[src/rtl/vga_timing_gen_if.sv]
// VGA raster timing bundle: run enable in, counters, syncs and strobes out.
// master = timing generator, slave = pixel pipeline consuming the raster.
interface vga_timing_gen_if #(
  parameter int CW = 10
);
  logic          en;
  logic          pix_tick;
  logic [CW-1:0] hcount;
  logic [CW-1:0] vcount;
  logic          hsync;
  logic          vsync;
  logic          draw;
  logic          fetch_req;
  logic          line_start;
  logic          frame_start;

  modport master (
    input  en,
    output pix_tick, hcount, vcount,
    output hsync, vsync, draw, fetch_req,
    output line_start, frame_start
  );

  modport slave (
    output en,
    input  pix_tick, hcount, vcount,
    input  hsync, vsync, draw, fetch_req,
    input  line_start, frame_start
  );
endinterface

[src/rtl/vga_timing_gen.sv]
// VGA raster timing generator: pixel-tick divider, h/v counters,
// syncs, draw window and a lead-ahead framebuffer fetch window.
module vga_timing_gen #(
  parameter int CW       = 10,
  parameter int CLK_DIV  = 2,
  parameter int H_ACTIVE = 640,
  parameter int H_FP     = 16,
  parameter int H_SYNC   = 96,
  parameter int H_BP     = 48,
  parameter int V_ACTIVE = 480,
  parameter int V_FP     = 10,
  parameter int V_SYNC   = 2,
  parameter int V_BP     = 33,
  parameter bit HS_POL   = 1'b0,
  parameter bit VS_POL   = 1'b0,
  parameter int LEAD     = 2
) (
  input  logic clk,
  input  logic rst_n,
  vga_timing_gen_if.master vif
);
  localparam int H_TOTAL = H_ACTIVE + H_FP + H_SYNC + H_BP;
  localparam int V_TOTAL = V_ACTIVE + V_FP + V_SYNC + V_BP;
  localparam int DW = (CLK_DIV > 1) ? $clog2(CLK_DIV) : 1;

  typedef logic [CW-1:0] cnt_t;

  localparam logic [DW-1:0] D_LAST = DW'(CLK_DIV - 1);
  localparam cnt_t H_LAST = cnt_t'(H_TOTAL - 1);
  localparam cnt_t V_LAST = cnt_t'(V_TOTAL - 1);
  localparam cnt_t HA     = cnt_t'(H_ACTIVE);
  localparam cnt_t VA     = cnt_t'(V_ACTIVE);
  localparam cnt_t HS0    = cnt_t'(H_ACTIVE + H_FP);
  localparam cnt_t HS1    = cnt_t'(H_ACTIVE + H_FP + H_SYNC);
  localparam cnt_t VS0    = cnt_t'(V_ACTIVE + V_FP);
  localparam cnt_t VS1    = cnt_t'(V_ACTIVE + V_FP + V_SYNC);
  localparam cnt_t HF_WR  = cnt_t'(H_TOTAL - LEAD);
  localparam cnt_t LEADC  = cnt_t'(LEAD);

  logic [DW-1:0] div;
  cnt_t h, v;
  logic hs, vs, dr, fr, ls, fs;

  logic tick, hwrap;
  cnt_t hn, vn, hf, vf;

  // Next position, plus the position LEAD ticks further on for fetch.
  always_comb begin
    tick  = vif.en && rst_n && (div == D_LAST);
    hwrap = (h == H_LAST);
    hn    = hwrap ? '0 : cnt_t'(h + 1'b1);
    vn    = v;
    if (hwrap)
      vn = (v == V_LAST) ? '0 : cnt_t'(v + 1'b1);
    if (hn >= HF_WR) begin
      hf = cnt_t'(hn - HF_WR);
      vf = (vn == V_LAST) ? '0 : cnt_t'(vn + 1'b1);
    end else begin
      hf = cnt_t'(hn + LEADC);
      vf = vn;
    end
  end

  always_ff @(posedge clk) begin
    if (!rst_n) begin
      div <= '0;
      h   <= H_LAST;
      v   <= V_LAST;
      hs  <= ~HS_POL;
      vs  <= ~VS_POL;
      dr  <= 1'b0;
      fr  <= 1'b0;
      ls  <= 1'b0;
      fs  <= 1'b0;
    end else begin
      if (vif.en)
        div <= (div == D_LAST) ? '0 : DW'(div + 1'b1);
      ls <= 1'b0;
      fs <= 1'b0;
      if (tick) begin
        h  <= hn;
        v  <= vn;
        hs <= (hn >= HS0 && hn < HS1) ? HS_POL : ~HS_POL;
        vs <= (vn >= VS0 && vn < VS1) ? VS_POL : ~VS_POL;
        dr <= (hn < HA) && (vn < VA);
        fr <= (hf < HA) && (vf < VA);
        ls <= hwrap;
        fs <= hwrap && (vn == '0);
      end
    end
  end

  assign vif.pix_tick    = tick;
  assign vif.hcount      = h;
  assign vif.vcount      = v;
  assign vif.hsync       = hs;
  assign vif.vsync       = vs;
  assign vif.draw        = dr;
  assign vif.fetch_req   = fr;
  assign vif.line_start  = ls && vif.en;
  assign vif.frame_start = fs && vif.en;
endmodule
[src/flat_wrapper.sv]
// flat-port wrapper written by rule: the top's interface ports become plain ports
module vga_timing_gen_flat 
#(
  parameter int CW       = 10,
  parameter int CLK_DIV  = 2,
  parameter int H_ACTIVE = 640,
  parameter int H_FP     = 16,
  parameter int H_SYNC   = 96,
  parameter int H_BP     = 48,
  parameter int V_ACTIVE = 480,
  parameter int V_FP     = 10,
  parameter int V_SYNC   = 2,
  parameter int V_BP     = 33,
  parameter bit HS_POL   = 1'b0,
  parameter bit VS_POL   = 1'b0,
  parameter int LEAD     = 2
)
  (clk, rst_n, vif_en, vif_pix_tick, vif_hcount, vif_vcount, vif_hsync, vif_vsync, vif_draw, vif_fetch_req, vif_line_start, vif_frame_start);
  vga_timing_gen_if #(.CW(CW)) vif_i ();
  input  logic clk;
  input  logic rst_n;
  input wire logic [$bits(vif_i.en)-1:0] vif_en;
  output wire logic [$bits(vif_i.pix_tick)-1:0] vif_pix_tick;
  output wire logic [$bits(vif_i.hcount)-1:0] vif_hcount;
  output wire logic [$bits(vif_i.vcount)-1:0] vif_vcount;
  output wire logic [$bits(vif_i.hsync)-1:0] vif_hsync;
  output wire logic [$bits(vif_i.vsync)-1:0] vif_vsync;
  output wire logic [$bits(vif_i.draw)-1:0] vif_draw;
  output wire logic [$bits(vif_i.fetch_req)-1:0] vif_fetch_req;
  output wire logic [$bits(vif_i.line_start)-1:0] vif_line_start;
  output wire logic [$bits(vif_i.frame_start)-1:0] vif_frame_start;
  assign vif_i.en = vif_en;
  assign vif_pix_tick = vif_i.pix_tick;
  assign vif_hcount = vif_i.hcount;
  assign vif_vcount = vif_i.vcount;
  assign vif_hsync = vif_i.hsync;
  assign vif_vsync = vif_i.vsync;
  assign vif_draw = vif_i.draw;
  assign vif_fetch_req = vif_i.fetch_req;
  assign vif_line_start = vif_i.line_start;
  assign vif_frame_start = vif_i.frame_start;
  vga_timing_gen #(.CW(CW), .CLK_DIV(CLK_DIV), .H_ACTIVE(H_ACTIVE), .H_FP(H_FP), .H_SYNC(H_SYNC), .H_BP(H_BP), .V_ACTIVE(V_ACTIVE), .V_FP(V_FP), .V_SYNC(V_SYNC), .V_BP(V_BP), .HS_POL(HS_POL), .VS_POL(VS_POL), .LEAD(LEAD)) u_core (.clk(clk), .rst_n(rst_n), .vif(vif_i));
endmodule
[config.mk]
export PLATFORM = sky130hd
export DESIGN_NAME = vga_timing_gen_flat
export DESIGN_NICKNAME = d
export VERILOG_FILES = /design/src/rtl/vga_timing_gen_if.sv /design/src/rtl/vga_timing_gen.sv /design/src/flat_wrapper.sv
export SDC_FILE = /design/constraint.sdc
export NUM_CORES = 1
export LEC_CHECK = 0
export ABC_CLOCK_PERIOD_IN_PS = 2700
export CAP_MARGIN = 10
export CORE_MARGIN = 4
export CORE_UTILIZATION = 49
export DETAILED_ROUTE_END_ITERATION = 6
export PLACE_DENSITY = 0.76
export SYNTH_ARGS = -nofsm -noshare
export SYNTH_HDL_FRONTEND = slang
export SYNTH_SLANG_ARGS = --single-unit
[constraint.sdc]
create_clock -name clk -period 2.7 [get_ports clk]
set_input_delay 0.81 -clock clk [delete_from_list [all_inputs] [get_ports clk]]
set_output_delay 0.81 -clock clk [all_outputs]
set_load 0.02 [all_outputs]
==> impl_results.md, run 1 <==
* Worst reg2reg path endpoint: u_core.vif.fetch_req$_SDFFE_PN0P_
* Seq pwr share at 37.9%
* Total power at 1.14 mW
* Post-DP HPWL at 4.31 mm
* Worst Path Arrival at 1840 ps
* Internal power of the cells at 713 uW
* Avg Cell Area, Syn at 7.28 um^2
* Die X at 72.5 um
* Worst EP required at 1890 ps
* Instance count on the critical path at 4
* Core Util, Final at 65.3%
* Input/output buffers at 29
* Pwr dens at 435 nW/um^2
* Mapped Nets at 287
* Post-synth EDFFs at 0
* CP startpoint: vif_en
* P_sw at 424 uW
* CP max FO at 4
* Clock power frac at 21.0%
* # DRC at 0
* Chip height at 72.5 um
* Synth Instances at 280
* Final nets at 333
* CP max stage delay at 480 ps
* CTS sink cnt at 27
* Post-synth top flop: dfxtp_1
* Area share of the largest cell type after synthesis at 26.5%
* Startpoint types: input pin
* Cell row count at 23
* Worst Setup EP: vif_frame_start
* Global-route met1 utilization at 33.1%
* Layout area overhead at 28.1%
* Crit path kind: in -> out
* Slew Viols, Final at 0
* DIE AREA at 5260 um^2
* Filler instances at 365
* # resized after CTS at 6
* Final setup vio count at 0
* Worst-path clk slew at 100 ps
* Via-to-Cell Ratio at 6.13
* Post-Layout Cell Count at 375
* Status: completed
* Synth Register Bits at 27
* Clk_lat worst skew at 280 ps
* Yosys warns at 0
* Max cap viols at 0
* Max-slew headroom at 72.4%
* Cell depth of the worst flop-to-flop path at 8
* Via count at 2299
* WL/cell at 15.8 um
* Combinational power share at 41.1%
* Worst-Margin Slew at 412 ps
* Met2 Use GR at 37.5%
* Register area share after synthesis at 26.5%
* Met3 usage at 2.91%
* Layout cells sized above 1 at 15.4%
* CTS Buf Count at 3
* Area of the mapped netlist at 2040 um^2
* DR pass1 iterations at 5
* CTS tree: yes
* Largest net degree at the start of global routing at 26
* Number of global-route vias before repair at 2145
* Final WL at 5.91 mm
* Dpl cells at 371
* Final hold vios at 0
* Placer Congestion at 0.985
* Fin crit period at 2650 ps
* Critical path buffers and inverters at 3
* Cell accounting for the most synthesized area: dfxtp_1
* Critical path endpoint category: output pin
* Fin crit share at 98.1%
* Most instantiated library cell after synthesis: nand2_1
* Peak supply drop at 0.354 mV
* Distinct cell type count after synthesis at 56
* Leakage at 1.09 nW
* CP cell instances: clkdlybuf4s50_1, buf_4, and2_1, dlygate4sd2_1
* Initial DRC Count at 262
* H-Tree Level Count at 1
* R2R Path Start: u_core.vif.hcount[5]$_SDFFE_PN0P_
* Class of the worst hold path: reg -> reg
* GRT busiest layer: met2
* Synth area leaders: dfxtp_1, nand2_1, nor3_1
* CP top delay family: buffers and inverters
* Clk root buf: clkbuf_8
* Max clock buf depth at 2
* Initial antenna violation count at 0
* Crit-path slowest cell: clkdlybuf4s50_1
* Post-CTS Setup Inserts at 0
* ANT cells at 0
* R2r setup slk at 80 ps
* RSZ-0062 raised after global routing: no
* Post-synth top cells: nand2_1, dfxtp_1, clkbuf_1, nor3_1, o21ai_0
* Achievable frequency at 377 MHz
* Tot GR Track Use at 23.1%
* Post-Route Skew at 6.45 ps
* Core area at 4000 um^2
* Gr ovfl total at 0
* Antenna-violating nets left at 0
* Starting density of the core at 51.0%
* Post-synth ARST share at 0%
* Hold Buf Count CTS at 0
* First-pass GRT wire length at 9.98 mm
* Sw frac at 37.3%
* IO Pins at 30
-- cells by family after synthesis --
kind of cell / Yosys count / share of synthesized area [%]
flops: 27 / 26.5
fa+ha+maj: 4 / 2.45
compound gates: 76 / 25.6
mux: 1 / 0.552
buf+inv: 33 / 6.87
simple gates: 132 / 35.0
xor+xnor: 7 / 3.01
-- final cells by class --
| class | instances | area [um^2] | share of cell area (%) |
|---|---|---|---|
| Multi-Input combinational cell | 220 | 1370 | 52.5 |
| Inverter | 10 | 37.5 | 1.44 |
| Sequential cell | 27 | 542 | 20.7 |
| Clock inverter | 1 | 5.00 | 0.192 |
| Tap cell | 50 | 62.6 | 2.39 |
| Clock buffer | 3 | 41.3 | 1.58 |
| Timing Repair Buffer | 64 | 553 | 21.2 |
-- worst min-delay path, delay by kind of cell, from the launching register on --
kind	cells	cell delay [ps]
flops	1	340
simple gates	2	120
-- cell usage in the layout (no fill, tap or decap), types with 2 or more instances in the layout --
cell             instances
o41ai_1                  3
nor2_1                  15
inv_1                   10
xnor2_1                  4
o31a_1                   2
buf_4                   35
nand3_1                 12
o21ai_0                 16
nor2b_1                  3
nand4_1                  8
nor4_1                   6
o22ai_1                  2
a21boi_0                 3
nor3_1                  18
a31oi_1                  7
o21a_1                   2
ha_1                     4
xor2_1                   3
a32oi_1                  2
or3_1                    8
o2111ai_1                2
o211ai_1                 6
and2_1                   9
o21bai_1                 2
clkdlybuf4s50_1         26
and3_1                   6
nand2_1                 31
nand2b_1                 2
clkbuf_8                 3
a21oi_1                 15
dfxtp_1                 26
and4b_1                  2
o211a_1                  2
-- worst min-delay path by stage --
| stage | from | to | slack (ps) | depth (start not counted) |
|---|---|---|---|---|
| after global routing | u_core.vif.hsync$_SDFFE_PN1P_ | u_core.vif.hsync$_SDFFE_PN1P_ | 520 | 2 |
| after CTS | u_core.vif.hsync$_SDFFE_PN1P_ | u_core.vif.hsync$_SDFFE_PN1P_ | 480 | 2 |
| after detailed placement | u_core.vif.hsync$_SDFFE_PN1P_ | u_core.vif.hsync$_SDFFE_PN1P_ | 450 | 2 |
| after global placement | u_core.vif.vsync$_SDFFE_PN1P_ | u_core.vif.vsync$_SDFFE_PN1P_ | 460 | 2 |
| after floorplan | u_core.vif.vsync$_SDFFE_PN1P_ | u_core.vif.vsync$_SDFFE_PN1P_ | 550 | 2 |
| final | u_core.vif.hsync$_SDFFE_PN1P_ | u_core.vif.hsync$_SDFFE_PN1P_ | 480 | 2 |
-- registers in the layout, indices dropped and copies added (netlist names) --
register / cells
u_core.div: 1
u_core.fs: 1
u_core.ls: 1
u_core.vif.draw: 1
u_core.vif.fetch_req: 1
u_core.vif.hcount: 10
u_core.vif.hsync: 1
u_core.vif.vcount: 10
u_core.vif.vsync: 1
-- routing by layer --
metal	up-vias	wire length [um]
met5	-	0
met4	0	50
met3	10	463
met2	102	2650
met1	1056	2750
li1	1131	-
-- stage by stage --
step / hold WS [ps] / setup slack [ps] / cell area (um^2) / TNS, ps
4_1_cts: 482 / 34.0 / 2600 / 0
3_3_place_gp: 457 / -337 / 2550 / -774
2_1_floorplan: 545 / 4.40 / 2040 / 0
5_1_grt: 518 / 11.8 / 2610 / 0
3_5_place_dp: 455 / -334 / 2550 / -869
6_report: 478 / 50.9 / 2610 / 0
-- power by group through the flow --
stage               clock, mW  combinational [mW]  sequential (mW)
global route            0.257               0.508            0.435
finish                  0.239               0.467            0.432
CTS                     0.243               0.450            0.431
global placement            0               0.442            0.440
detailed placement          0               0.447            0.441
floorplan                   0               0.264            0.467
Note: power is estimated with default switching activity, not from simulation.
==> run 2, diff against run 1 <==
--- a/config.mk
+++ b/config.mk
@@ -7,7 +7,7 @@
 export LEC_CHECK = 0
 export ABC_CLOCK_PERIOD_IN_PS = 2700
 export CAP_MARGIN = 10
-export CORE_MARGIN = 4
+export CORE_MARGIN = 1.5
 export CORE_UTILIZATION = 49
 export DETAILED_ROUTE_END_ITERATION = 6
 export PLACE_DENSITY = 0.76
==> run 2 against run 1 <==
  * Worst setup slack improved by 7.8 ps
  * First-iteration DRC count shrank 7.6%
  * Utilization decreased by 0.44 points
  * Register-to-register slack improved by 80 ps
  * Hold slack improved by 12 ps
  * Clock-buffer cell count is the same
  * Global-route usage grew 3.1 points
  * Critical endpoint unchanged
  * Final area is 0.67% lower
  * Die area is 13% lower
  * Clock skew barely moved
==> impl_results.md, run 2 (synthesis gave the netlist of run 1 again) <==
* Crit path kind: in -> out
* Setup TNS at 0 ps (unchanged)
* DIE AREA at 4560 um^2 (-13%)
* Antenna-violating nets left at 0 (unchanged)
* Commonest non-fill, non-tap cells in the layout: buf_4, nand2_1, clkdlybuf4s50_1, dfxtp_1, nor3_1
* Filler instances at 363 (-0.55%)
* Max-slew headroom at 73.9% (+1.5 points)
* RSZ-0062 raised after global routing: no
* Starting density of the core at 51.0% (unchanged)
* Achievable frequency at 379 MHz (+0.29%)
* Dpl cells at 370 (-0.27%)
* Fin worst setup slack at 58.6 ps (+7.77 ps)
* Input/output buffers at 29 (unchanged)
* Placed cell areas at 2550 um^2 (-0.29%)
* Via count at 2309 (+0.43%)
* Post-DP HPWL at 4.18 mm (-3.1%)
* Post-Route Skew at 5.97 ps (-0.484 ps)
* Worst-Margin Slew at 388 ps (-23.7 ps)
* DR pass1 iterations at 5 (unchanged)
* Layout cells sized above 1 at 15.4% (+0.047 points)
* Cell row count at 23 (unchanged)
* CTS Buf Count at 3 (unchanged)
* Core area at 4000 um^2 (unchanged)
* Fin crit period at 2640 ps (-7.77 ps)
* Number of global-route vias before repair at 1903 (-11%)
* Total power at 1.14 mW (-0.14%)
* Final WL at 5.77 mm (-2.4%)
* Die X at 67.5 um (-6.9%)
* Multi-input logic area at 1370 um^2 (unchanged)
* Gr ovfl total at 0 (unchanged)
* Chip height at 67.5 um (-6.9%)
* Post-CTS Setup Inserts at 0 (unchanged)
* Worst Path Arrival at 1830 ps (about the same)
* Initial antenna violation count at 0 (unchanged)
* Status: completed
* Worst EP required at 1890 ps (about the same)
* Critical path endpoint category: output pin
* Place WS at -333 ps (+1.99 ps)
* Slew Viols, Final at 0 (unchanged)
* Class of the worst hold path: reg -> reg
* Final hold vios at 0 (unchanged)
* Commonest non-fill, non-tap cell in the layout: buf_4
* Worst-path clk slew at 100 ps (about the same)
* Post-route cell area at 2590 um^2 (-0.67%)
* Max cap viols at 0 (unchanged)
* WL/cell at 15.4 um (-2.1%)
* # DRC at 0 (unchanged)
* Placer Congestion at 0.980 (-0.50%)
* Fin crit share at 97.8% (-0.29 points)
* Initial DRC Count at 242 (-7.6%)
* Peak supply drop at 0.259 mV (-27%)
* Storage cell area at 542 um^2 (unchanged)
* Clk_lat worst skew at 280 ps (about the same)
* Leakage at 1.08 nW (-0.78%)
* ANT cells at 0 (unchanged)
* Startpoint types: input pin
* CTS tree: yes
* Via-to-Cell Ratio at 6.17 (+0.70%)
* CP cell instances: clkdlybuf4s50_1, buf_4, and2_1, clkdlybuf4s15_1
* Final setup vio count at 0 (unchanged)
* H-Tree Level Count at 1 (unchanged)
* Largest net degree at the start of global routing at 26 (unchanged)
* Pwr dens at 438 nW/um^2 (+0.54%)
* CP max FO at 4 (unchanged)
* Layout area overhead at 27.2%
* IO Pins at 30 (unchanged)
* CP max stage delay at 490 ps (about the same)
* Tot GR Track Use at 26.2% (+3.1 points)
* Post-Layout Cell Count at 374 (-0.27%)
* Max clock buf depth at 2 (unchanged)
* First-pass GRT wire length at 9.18 mm (-8.1%)
* Crit-path slowest cell: clkdlybuf4s50_1
* Final nets at 332 (-0.30%)
* CTS sink cnt at 27 (unchanged)
* Clk root buf: clkbuf_8
## run 2: changes by cell type in the layout (fill, tap and decap cells not counted)
| cell | delta |
|---|---|
| buf_2 | +1 |
| buf_4 | -1 |
| clkbuf_2 | +1 |
| clkdlybuf4s15_2 | -1 |
| dlygate4sd2_1 | -1 |
## run 2: area by class of cell
type	instances	share of cell area, %
clock inverter	1	0.193
clock buffer	3	1.59
multi-input combinational	220	52.8
inverter	10	1.45
timing repair buffer	63	20.6
sequential	27	20.9
tap	50	2.41
## run 2: routing by layer
metal	vias up	track usage, %	share of wire (%)
met5	-	0	0
met4	0	5.61	1.3
met3	8	2.50	9.1
met2	118	41.8	44
met1	1060	38.2	46
li1	1123	-	-
## run 2: per-stage QoR
stage	utilization, %	hold slack (ps)
after floorplan	-	545
after global placement	63.7	453
after detailed placement	63.7	468
after CTS	64.8	494
after global routing	64.9	522
final	64.9	490
## run 2: what timing repair did
| item | 4_1_cts | 5_1_grt |
|---|---|---|
| gates resized for setup | 6 | 6 |
| hold buffers | 0 | 0 |
| setup endpoints to repair | 3 | 7 |
## run 2: critical path: cells and delay by family
family	cells	cell delay, ps
simple gates	1	110
buf+inv	3	910
## run 2: path summary, 6_finish.rpt
path	startpoint	end	slack [ps]	cells past startpoint
worst min-delay path	u_core.vif.hsync$_SDFFE_PN1P_	u_core.vif.hsync$_SDFFE_PN1P_	490	2
worst max register to register	u_core.vif.hcount[5]$_SDFFE_PN0P_	u_core.vif.fetch_req$_SDFFE_PN0P_	160	8
worst max-delay path	vif_en	vif_frame_start	60	4
worst min register to register	u_core.vif.hsync$_SDFFE_PN1P_	u_core.vif.hsync$_SDFFE_PN1P_	490	2
## run 2: where the power goes
part	internal (mW)	total (mW)	switching (mW)
sequential	0.418	0.431	0.0126
clock	0.104	0.240	0.137
combinational	0.189	0.464	0.275
total	0.711	1.14	0.424
==> run 3, diff against run 2 <==
--- a/config.mk
+++ b/config.mk
@@ -11,6 +11,7 @@
 export CORE_UTILIZATION = 49
 export DETAILED_ROUTE_END_ITERATION = 6
 export PLACE_DENSITY = 0.76
+export SETUP_SLACK_MARGIN = 0.5
 export SYNTH_ARGS = -nofsm -noshare
 export SYNTH_HDL_FRONTEND = slang
 export SYNTH_SLANG_ARGS = --single-unit
==> constraint.sdc (replaced) <==
create_clock -name clk -period 2.7 [get_ports clk]
set_input_delay 0.81 -clock clk [delete_from_list [all_inputs] [get_ports clk]]
set_output_delay 0.81 -clock clk [all_outputs]
set_load 0.1 [all_outputs]
==> run 3 against run 2 <==
  * Register-to-register slack better by 110 ps
  * Worst setup slack improved by 210 ps
  * Cell count is 2.7% higher
  * Utilization rose by 9.1 points
  * Die area unchanged
  * Routed wire length is 16% higher
  * Via count grew 5.6%
  * Hold slack got worse by 6.7 ps
  * Critical path depth is 7 higher
  * Clock skew up 2.3 ps
  * Power up 29%
  * Sequential share of layout area is 0.74 points lower
  * Critical path type is now reg -> reg
  * Largest cell class unchanged
==> impl_results.md, run 3 (synthesis gave the netlist of run 1 again) <==
* Achievable frequency at 411 MHz (+8.5%)
* Commonest non-fill, non-tap cell in the layout: buf_4
* # DRC at 0 (unchanged)
* Input/output buffers at 29 (unchanged)
* Final setup vio count at 0 (unchanged)
* Status: completed
* Filler instances at 316 (-13%)
* Multi-input logic area at 1600 um^2 (+17%)
* Initial DRC Count at 172 (-29%)
* DR pass1 iterations at 4 (-1)
* Leakage at 1.25 nW (+16%)
* Clock power frac at 17.5% (-3.7 points)
* CP cell instances: ha_4, nand4_1, buf_4, nor3_2, buf_4, buf_4, nor2_1, o21bai_1, o32a_1, o41ai_2, o31a_1
* Cell row count at 23 (unchanged)
* CP max stage delay at 420 ps (-70 ps)
* Most used cell, CP: buf_4
* Hold depth at 2 (unchanged)
* Via-to-Cell Ratio at 6.35 (+2.8%)
* Cell depth of the worst flop-to-flop path at 11 (+3)
* Starting density of the core at 51.0% (unchanged)
* Fin worst setup slack at 267 ps (+208 ps)
* Slew Viols, Final at 0 (unchanged)
* Seq pwr share at 30.7% (-7.3 points)
* Placer Congestion at 0.942 (-3.9%)
* Class of the worst hold path: reg -> reg
* CTS sink cnt at 27 (unchanged)
* Final hold vios at 0 (unchanged)
* DIE AREA at 4560 um^2 (unchanged)
* Worst EP required at 2890 ps (+1000 ps)
* Via count at 2438 (+5.6%)
* Largest net degree at the start of global routing at 26 (unchanged)
* Die X at 67.5 um (unchanged)
* Total power at 1.46 mW (+29%)
* Worst-Margin Slew at 571 ps (+183 ps)
* Startpoint types: flip-flop
* Worst Path Arrival at 2630 ps (+800 ps)
* Initial antenna violation count at 0 (unchanged)
* Antenna-violating nets left at 0 (unchanged)
* Critical path endpoint category: flip-flop
* Layout cells sized above 1 at 41.9% (+26 points)
* H-Tree Level Count at 1 (unchanged)
* CTS tree: yes
* Final WL at 6.70 mm (+16%)
* Met3 usage at 7.83% (+5.3 points)
* Max cap viols at 0 (unchanged)
* RSZ-0062 raised after global routing: yes
* Post-DP HPWL at 4.11 mm (-1.6%)
* Internal power of the cells at 826 uW (+16%)
* Dpl cells at 356 (-3.8%)
* Crit path kind: reg -> reg
* P_sw at 637 uW (+50%)
* First-pass GRT wire length at 10.4 mm (+14%)
* ANT cells at 0 (unchanged)
* Fin crit share at 90.1% (-7.7 points)
* Post-Route Skew at 8.26 ps (+2.29 ps)
* CP max FO at 10 (+6)
* Combinational power share at 51.8% (+11 points)
* GRT busiest layer: met2
* Max clock buf depth at 2 (unchanged)
* WL/cell at 17.5 um (+13%)
* Max-slew headroom at 61.8% (-12 points)
* Gr ovfl total at 0 (unchanged)
* Post-Layout Cell Count at 384 (+2.7%)
* Layout area overhead at 45.0%
* CTS Buf Count at 3 (unchanged)
* Clk_lat worst skew at 290 ps (about the same)
* Clk root buf: clkbuf_8
* Final nets at 342 (+3.0%)
* Global-route met1 utilization at 39.4% (+1.2 points)
* Peak supply drop at 0.313 mV (+21%)
* Number of global-route vias before repair at 2180 (+15%)
* Commonest non-fill, non-tap cells in the layout: buf_4, nand2_1, nor2_1
* Core area at 4000 um^2 (unchanged)
* Tot GR Track Use at 30.4% (+4.2 points)
* IO Pins at 30 (unchanged)
* Chip height at 67.5 um (unchanged)
* Crit-path slowest cell: dfxtp_4
* Pwr dens at 494 nW/um^2 (+13%)
* Storage cell area at 596 um^2 (+9.9%)
* Place WS at 31.2 ps (+364 ps)
* Sw frac at 43.5% (+6.2 points)
* Fin crit period at 2430 ps (-208 ps)
* Met2 Use GR at 48.2% (+6.4 points)
* Worst-path clk slew at 100 ps (about the same)
* Setup TNS at 0 ps (unchanged)
run 3: cell types whose count changed in the layout (fill, tap and decap cells not counted), sizes merged:
cell           delta
buf              +36
clkinv            -1
clkbuf            -1
clkinvlp          +1
or3               +1
clkdlybuf4s50    -26
run 3: power by group through the flow:
stage | registers (mW) | clock network, mW | logic [mW]
floorplan | 0.571 | 0 | 0.299
global placement | 0.458 | 0 | 0.543
detailed placement | 0.458 | 0 | 0.548
CTS | 0.448 | 0.264 | 0.687
global route | 0.453 | 0.279 | 0.797
finish | 0.449 | 0.255 | 0.758
run 3: timing repair:
| item | CTS | global route |
|---|---|---|
| endpoints found under the hold margin | 0 | 0 |
| pin swaps | 12 | 6 |
| gates cloned | 2 | 0 |
| buffers inserted | 17 | 5 |
| resized for setup | 33 | 14 |
| endpoints found under the setup margin | 12 | 14 |
| hold buffers | 0 | 0 |
run 3: area by class of cell:
class	instances	area share (%)
clock inverters	1	0.296
well taps	50	2.12
multi-input cells	221	54.1
flip-flops and latches	27	20.1
repair buffers	72	20.5
clock buffers	3	1.40
inverters	10	1.40
run 3: stage by stage:
step	instance area (um^2)	hold slack [ps]	util, %
2_1_floorplan	2200	574	-
3_3_place_gp	2550	458	63.8
3_5_place_dp	2550	461	63.8
4_1_cts	2850	487	71.3
5_1_grt	2960	526	73.9
6_report	2960	483	73.9
run 3: path summary, 6_finish.rpt:
kind / slack, ps / endpoint / from
worst max-delay path: 270 / u_core.vif.fetch_req$_SDFFE_PN0P_ / u_core.vif.hcount[1]$_SDFFE_PN1P_
worst min-delay path: 480 / u_core.vif.hsync$_SDFFE_PN1P_ / u_core.vif.hsync$_SDFFE_PN1P_
worst max register to register: 270 / u_core.vif.fetch_req$_SDFFE_PN0P_ / u_core.vif.hcount[1]$_SDFFE_PN1P_
worst min register to register: 480 / u_core.vif.hsync$_SDFFE_PN1P_ / u_core.vif.hsync$_SDFFE_PN1P_
run 3: routing by layer:
| layer | share of wire [%] | wire length (um) |
|---|---|---|
| met4 | 2.0 | 135 |
| met1 | 42 | 2810 |
| met3 | 8.5 | 570 |
| met5 | 0 | 0 |
| met2 | 48 | 3190 |
run 3: critical path: cells and delay by family (launching register included):
| family | cells | cell delay (ps) |
|---|---|---|
| flip-flops | 1 | 420 |
| adder cells (fa/ha/maj) | 1 | 170 |
| AND/OR/NAND/NOR | 3 | 420 |
| buffers and inverters | 3 | 540 |
| AO/OA/AOI/OAI | 4 | 770 |
